`config.mk`:
```
export PLATFORM = sky130hd
export DESIGN_NAME = mac_host_seq
export DESIGN_NICKNAME = d
export VERILOG_FILES = /design/src/rtl/mac_host_seq.sv
export SDC_FILE = /design/constraint.sdc
export NUM_CORES = 1
export LEC_CHECK = 0
export CORE_MARGIN = 3
export CORE_UTILIZATION = 55
export CTS_CLUSTER_DIAMETER = 80
export DETAILED_ROUTE_END_ITERATION = 16
export MAX_ROUTING_LAYER = met4
export PLACE_DENSITY = 0.83
export SYNTH_ARGS = -nofsm -noshare
export SYNTH_HDL_FRONTEND = slang
export SYNTH_SLANG_ARGS = --single-unit
```
`constraint.sdc`:
```
create_clock -name clk -period 7.1 [get_ports clk]
set_clock_uncertainty 0.1 [all_clocks]
set_input_delay 1.775 -clock clk [delete_from_list [all_inputs] [get_ports clk]]
set_output_delay 1.775 -clock clk [all_outputs]
set_load 0.05 [all_outputs]
```
`src/rtl/mac_host_seq.sv`:
```
// mac_host_seq: host-side command sequencer for the serial MAC core.
//
// It accepts CLEAR / MAC / READ / NOP operations over a valid/ready handshake.
// For each one it plays out the core's cmd / gated-clock / serial-bit sequence.
// READ returns the 2*WIDTH-bit accumulator in parallel.
//
// Ports
//   clk, reset            system clock; synchronous active-high reset
//   op_valid / op_ready   operation handshake (ready is high only while idle)
//   op_code               0=CLEAR 1=MAC 2=READ 3=NOP
//   op_a, op_b            operands, captured on accept
//   rd_valid, rd_data     one-cycle pulse and value of the last READ
//   mac_cmd, mac_clk      core command and gated core clock
//   mac_io_out/oe/in      shared data wire (tri-state is built one level up)
//
// Every output is registered. mac_cmd only changes while mac_clk is low, so
// the core never sees a command change around a rising edge.
module mac_host_seq #(
  parameter int WIDTH = 16,
  parameter int HALF  = 1
) (
  input  logic                 clk,
  input  logic                 reset,
  input  logic                 op_valid,
  output logic                 op_ready,
  input  logic [1:0]           op_code,
  input  logic [WIDTH-1:0]     op_a,
  input  logic [WIDTH-1:0]     op_b,
  output logic                 rd_valid,
  output logic [2*WIDTH-1:0]   rd_data,
  output logic [1:0]           mac_cmd,
  output logic                 mac_clk,
  output logic                 mac_io_out,
  output logic                 mac_io_oe,
  input  logic                 mac_io_in
);

  localparam int AW = 2 * WIDTH;
  localparam int HW = (HALF > 1) ? $clog2(HALF) : 1;
  localparam int BW = $clog2(AW);
  localparam logic [HW-1:0] HALF_LAST = HW'(HALF - 1);
  localparam logic [BW-1:0] BIT_LAST  = BW'(AW - 1);

  localparam logic [1:0] CMD_CLEAR = 2'b00;
  localparam logic [1:0] CMD_SHIFT = 2'b01;
  localparam logic [1:0] CMD_LOAD  = 2'b10;
  localparam logic [1:0] CMD_READ  = 2'b11;

  typedef enum logic [2:0] {S_IDLE, S_SETUP, S_SLOT_LO, S_SLOT_HI, S_TAIL} state_t;
  typedef enum logic [1:0] {OP_CLEAR = 2'd0, OP_MAC = 2'd1, OP_READ = 2'd2, OP_NOP = 2'd3} op_t;

  state_t          state_q, state_d;
  op_t             op_q, op_d;
  logic            load_q, load_d;     // MAC is in its load phase (after the shift slots)
  logic [HW-1:0]   half_q, half_d;     // cycle count inside the current half slot
  logic [BW-1:0]   bit_q, bit_d;       // slot index inside the current phase
  logic [AW-1:0]   shreg_q, shreg_d;   // outgoing operand bits, LSB goes next
  logic [AW-1:0]   shadow_q, shadow_d; // incoming accumulator bits, MSB first
  logic [AW-1:0]   rd_data_q, rd_data_d;
  logic            rd_valid_q, rd_valid_d;
  logic            op_ready_q, op_ready_d;
  logic [1:0]      mac_cmd_q, mac_cmd_d;
  logic            mac_clk_q, mac_clk_d;
  logic            io_out_q, io_out_d;
  logic            io_oe_q, io_oe_d;

  logic            shift_phase;
  logic            last_slot;

  always_comb begin
    // NOTE: every *_d starts from its held value so no path through this block infers a latch.
    state_d    = state_q;
    op_d       = op_q;
    load_d     = load_q;
    half_d     = half_q;
    bit_d      = bit_q;
    shreg_d    = shreg_q;
    shadow_d   = shadow_q;
    rd_data_d  = rd_data_q;
    rd_valid_d = 1'b0;
    mac_cmd_d  = mac_cmd_q;
    io_out_d   = io_out_q;
    io_oe_d    = io_oe_q;

    shift_phase = (op_q == OP_MAC) && !load_q;
    // Shift and read phases run AW slots; clear and load run a single slot.
    last_slot   = (shift_phase || (op_q == OP_READ)) ? (bit_q == BIT_LAST) : 1'b1;

    unique case (state_q)
      S_IDLE: begin
        if (op_valid) begin
          op_d    = op_t'(op_code);
          load_d  = 1'b0;
          bit_d   = '0;
          half_d  = '0;
          shreg_d = {op_a, op_b};
          state_d = S_SETUP;
          unique case (op_t'(op_code))
            OP_CLEAR: mac_cmd_d = CMD_CLEAR;
            OP_READ: begin
              mac_cmd_d = CMD_READ;
              io_oe_d   = 1'b0;
            end
            default:  mac_cmd_d = CMD_SHIFT;  // MAC, and NOP keeps the idle command
          endcase
        end
      end

      S_SETUP: begin
        if (op_q == OP_NOP) begin
          state_d = S_TAIL;
        end else begin
          state_d  = S_SLOT_LO;
          half_d   = '0;
          io_out_d = shift_phase & shreg_q[0];
          if (shift_phase) shreg_d = shreg_q >> 1;
        end
      end

      S_SLOT_LO: begin
        if (half_q == HALF_LAST) begin
          state_d = S_SLOT_HI;
          half_d  = '0;
          // Last low cycle: the core's bit is stable and the rising edge is next.
          if (op_q == OP_READ) shadow_d = {shadow_q[AW-2:0], mac_io_in};
        end else begin
          half_d = half_q + HW'(1);
        end
      end

      S_SLOT_HI: begin
        if (half_q == HALF_LAST) begin
          half_d = '0;
          if (!last_slot) begin
            bit_d    = bit_q + BW'(1);
            state_d  = S_SLOT_LO;
            io_out_d = shift_phase & shreg_q[0];
            if (shift_phase) shreg_d = shreg_q >> 1;
          end else if (shift_phase) begin
            state_d   = S_SETUP;
            load_d    = 1'b1;
            bit_d     = '0;
            mac_cmd_d = CMD_LOAD;
          end else begin
            state_d = S_TAIL;
          end
        end else begin
          half_d = half_q + HW'(1);
        end
      end

      S_TAIL: begin
        state_d   = S_IDLE;
        mac_cmd_d = CMD_SHIFT;
        io_oe_d   = 1'b1;
        io_out_d  = 1'b0;
        if (op_q == OP_READ) begin
          rd_data_d  = shadow_q;
          rd_valid_d = 1'b1;
        end
      end

      default: state_d = S_IDLE;
    endcase

    mac_clk_d  = (state_d == S_SLOT_HI);
    op_ready_d = (state_d == S_IDLE);
  end

  always_ff @(posedge clk) begin
    if (reset) begin
      state_q    <= S_IDLE;
      op_q       <= OP_NOP;
      load_q     <= 1'b0;
      half_q     <= '0;
      bit_q      <= '0;
      rd_data_q  <= '0;
      rd_valid_q <= 1'b0;
      op_ready_q <= 1'b1;
      mac_cmd_q  <= CMD_SHIFT;
      mac_clk_q  <= 1'b0;
      io_out_q   <= 1'b0;
      io_oe_q    <= 1'b1;
    end else begin
      state_q    <= state_d;
      op_q       <= op_d;
      load_q     <= load_d;
      half_q     <= half_d;
      bit_q      <= bit_d;
      rd_data_q  <= rd_data_d;
      rd_valid_q <= rd_valid_d;
      op_ready_q <= op_ready_d;
      mac_cmd_q  <= mac_cmd_d;
      mac_clk_q  <= mac_clk_d;
      io_out_q   <= io_out_d;
      io_oe_q    <= io_oe_d;
    end
  end

  // NOTE: the shift registers have no reset; each op fully reloads or refills them before use.
  always_ff @(posedge clk) begin
    shreg_q  <= shreg_d;
    shadow_q <= shadow_d;
  end

  assign op_ready   = op_ready_q;
  assign rd_valid   = rd_valid_q;
  assign rd_data    = rd_data_q;
  assign mac_cmd    = mac_cmd_q;
  assign mac_clk    = mac_clk_q;
  assign mac_io_out = io_out_q;
  assign mac_io_oe  = io_oe_q;

endmodule

```
Word level (Yosys, flattened, before mapping)
Index checks and enable logic that the tools add are counted.
Cells by class
  $add $sub $neg: 2
  equality and inequality tests: 18
  mux-type cells: 41
  bitwise gates (word level): 3
  reduce and logical (&&, ||, !) cells: 24
Operator list (count)
  2-to-1 mux 32 bit: 5
  one-hot mux 32 bit (3 select lines): 1
  2-to-1 mux 5 bit: 4
  2-to-1 mux 3 bit: 6
  AND reduction 5 bit: 3
  2-to-1 mux 1 bit: 13
  != test 2 bit (second input constant): 6
  one-hot mux 3 bit (4 select lines): 1
  nonzero test 3 bit: 4
  one-hot mux 5 bit (2 select lines): 1
  equality test 3 x 2 -> 1 bit (second input constant): 3
  AND reduction 3 bit: 3
  2-to-1 mux 2 bit: 4
  AND reduction 4 bit: 2
  equality test 2 bit (second input constant): 3
  logical NOT 3 bit: 2
  one-hot mux 1 bit (3 select lines): 2
  one-hot mux 2 bit (3 select lines): 1
  adder 5 x 1 -> 5 bit (second input constant): 1
  equality test 5 bit (second input constant): 1
  one-hot mux 1 bit (2 select lines): 2
  one-hot mux 2 bit (2 select lines): 1
  AND reduction 2 bit: 2
  nonzero test 2 bit: 2
  other kinds (13): 15
Storage, ports and cells
  bits in registers: 115
  output and inout port bits: 39
  word-level logic and storage cells: 102

Logic depth before layout (Yosys ltp)
  depth in word-level cells: 8
  mapped depth: 7
  depth with buffers taken out: 7

Worst setup path before layout
No wires, ideal clock.
  path kind: input port to flip-flop
  from: in op_valid
  to: reg shreg_q[0], enable pin
  setup time: 0.421 ns
  arrival: 3.196 ns
  required time: 6.579 ns
  setup slack: 3.383 ns
  cell stages on the path: 2
  buffers on the path: 0
  cells stage by stage: a32oi_1 > nor2_1
On the way
  word-level cells in the longest chain between the ends: 2
Ends and longest elaborated chain
  start, declared: line 24  | input logic op_valid,
  != test 2 bit (no source line)
  AND reduction 5 bit (no source line)
  end signal, assigned: line 202  | shreg_q <= shreg_d;
  end, declared: line 57  | logic [AW-1:0] shreg_q, shreg_d;
No other way between the ends.
A chain may end at the register's enable or synchronous reset.

Worst setup path in the final report
  from: reg mac_cmd_q[1], in the netlist mac_cmd[1]
  to: out mac_cmd[1]
RTL lines
  start, declared: line 62  | logic [1:0] mac_cmd_q, mac_cmd_d;
  start signal, assigned: line 193  | mac_cmd_q <= mac_cmd_d;
  end, declared: line 31  | output logic [1:0] mac_cmd,
No word-level cell between the ends.

==> summary.txt <==
Die W = 94.4 µm
Worst hold endpoint = shadow_q[3]
First-pass GRT wire length = 14000 µm
Setup Viol. Count Final = 0
Cts repair resizes = 0
Row count = 31
Post-Syn Area = 4300 µm²
Synth Area in Simple Gates = 20.3%
Postcts setup bufs = 0
R2R depth = 8
Wirelength, routed = 8880 µm
Clk_lat worst skew = 0.51 ns
Worst-path cell chain = clkdlybuf4s50_1
Status = complete, no violations
Nets = 517
R2R Setup Slk = 4.49 ns
Post-Synthesis Cells = 400
Delay-heaviest family, CP = buffers and inverters
TritonCTS Buffers = 17
Startpoint types = flip-flop
Peak VDD IR = 0.000217 V
Dpl cells = 557
Yosys cell types = 37
# IOs = 77
CTS sink count = 114
Largest net degree at the start of global routing = 47
Crit-path slowest cell = clkdlybuf4s50_1
Initial antenna violation count = 0
Number of max-cap violations = 0
Post-place setup slack = 3.42 ns
Placer congestion estimate = 0.888
Multiplexer share of the synthesized area = 0.262%
Final WS setup = 3.52 ns
Adder-cell share of the synthesized area = 0.583%
FF+latch count, synth = 114
Dpl hpwl = 5160 µm
Worst slew pin tran = 1.27 ns
Reg2reg end = shreg_q[11]
Lkg Pwr = 2.13 nW
Worst path required time = 5.22 ns
Routed length per placed instance = 15.1 µm
Number of global-route vias before repair = 2904
1st-pass router iterations = 4
Mean post-synth cell area = 10.7 µm²
CTS root buf = clkbuf_8
Core area = 7410 µm²
WP buf/inv = 1
Crit path capture type = output pin
EDFF count, synth = 64
Final setup TNS = 0 ns
Register area share after synthesis = 68.0%
Area grow syn2layout = 33.3%
Final min period = 3.58 ns
Grt total ovfl = 0
Total Routing Usage GR = 21.8%
Ant diodes = 0
Worst min path class = flip-flop to flip-flop
Final Cycle Share = 50.4%
DR vias = 3087
Drt drc = 0
CTS H-tree depth = 4
Count of final hold-check violations = 0
CTS max path bufs = 2
Worst stage delay on the critical path = 0.86 ns
Synth Area in Compound Gates = 8.62%
Hold Crit Start = shadow_q[2]
CTS tree = done
DIE AREA = 8910 µm²
YS warnings = 0
Final ANT Viol Nets = 0
Syn nets = 440
Vias per cell = 5.24
FMAX = 0.279 GHz
Unrepaired setup endpoints after global routing = false
Ys flop type = edfxtp_1
Relative slew margins = 15.2%
Post-CTS Hold Buffers = 0
DRT iter0 DRCs = 240
Hold depth = 0
Power Dens Cells = 298 nW/µm²
Fin cells = 589
Reg clk slew, reported paths = 0.06 ns
R2r startpoint = bit_q[0]
I/O Buffers = 76
Layout cells sized above 1 = 9.59%
Setup CP Type = flip-flop to output pin
Initial Utilization = 58.0%
CP arrival = 1.70 ns
Max-slew violation total from the final report = 0
Die Y = 94.4 µm
Crit-path max FO = 2
Ys async rst share = 0%
Largest family of logic cells by synthesized area = simple AND/OR/NAND/NOR gates
Synth Area in XOR/XNOR = 0%
layout by cell type (no fill, tap or decap), types with 3 or more instances in the layout:
master,synthesis,final
buf_4,1,4
a21oi_1,39,39
bufinv_16,0,3
nor2_1,12,11
nand3_1,3,3
inv_6,0,4
a221o_1,4,4
nand2_1,158,158
clkdlybuf4s50_1,0,76
edfxtp_1,64,64
clkbuf_16,0,16
clkinv_2,0,3
nor2b_1,7,6
clkinv_4,0,3
dfxtp_1,50,50
nand2b_1,6,6
layout make-up:
cell class / count / area (µm²)
clock buffer: 17 / 414
clock inverter: 15 / 179
fill: 447 / 1680
multi-input combinational: 264 / 1300
sequential: 114 / 2920
tap: 99 / 124
timing repair buffer: 80 / 791
metrics by stage:
stage          cell area, µm²  utilization (%)  power, W  hold slack [ns]
2_1_floorplan            4300                -  0.000823            0.326
3_3_place_gp             5130             69.3  0.000863            0.332
3_5_place_dp             5130             69.3  0.000867            0.332
4_1_cts                  5730             77.3   0.00171            0.346
5_1_grt                  5730             77.3   0.00176            0.362
6_report                 5730             77.3   0.00171            0.347
worst max-delay path by stage:
| stage | endpoint | slack (ns) | startpoint | cells past startpoint |
|---|---|---|---|---|
| 6_report | mac_cmd[1] | 3.52 | mac_cmd[1] | 1 |
| 5_1_grt | mac_cmd[1] | 3.47 | mac_cmd[1] | 1 |
| 4_1_cts | mac_cmd[1] | 3.49 | mac_cmd[1] | 1 |
| 3_5_place_dp | bit_q[3] | 3.42 | op_valid | 4 |
| 3_3_place_gp | bit_q[3] | 3.49 | op_valid | 4 |
| 2_1_floorplan | shreg_q[0] | 3.38 | op_valid | 2 |
logic make-up (layout without fill, tap and decap cells):
logic type,Yosys count,count (layout)
flops,114,114
simple gates,204,204
fa+ha+maj,2,2
buf+inv,22,112
compound gates,57,57
mux,1,1
Yosys cell counts (all sizes together) (3+ instances only):
library cell / n / area, µm²
nor2b: 7 / 43.8
buf: 6 / 32.5
nand3: 3 / 15.0
clkbuf: 16 / 60.1
edfxtp: 64 / 1920
nor2: 12 / 45.0
a221o: 4 / 40.0
a21oi: 39 / 195
nand2: 158 / 593
nand2b: 6 / 37.5
dfxtp: 50 / 1000
nor3: 4 / 25.0
layer usage:
layer  up-vias  track usage, %  wire (µm)
met5         -               -          0
met4         0            11.1        221
met3        17            5.42        549
met2        94            33.0       4330
met1      1445            27.5       3780
li1       1531               -          -
power by group:
group          switching [W]  internal [W]
logic              0.0000665     0.0000470
clock network       0.000311      0.000538
registers          0.0000144      0.000729
total               0.000391       0.00131
sequential cells by signal, indices dropped and copies added (netlist names):
| signal | cells |
|---|---|
| rd_valid | 1 |
| mac_cmd | 2 |
| bit_q | 5 |
| load_q | 1 |
| shadow_q | 32 |
| mac_io_out | 1 |
| mac_clk | 1 |
| op_q | 2 |
| rd_data | 32 |
| state_q | 3 |
| mac_io_oe | 1 |
| op_ready | 1 |
| shreg_q | 32 |
Note: power is estimated with default switching activity, not from simulation.
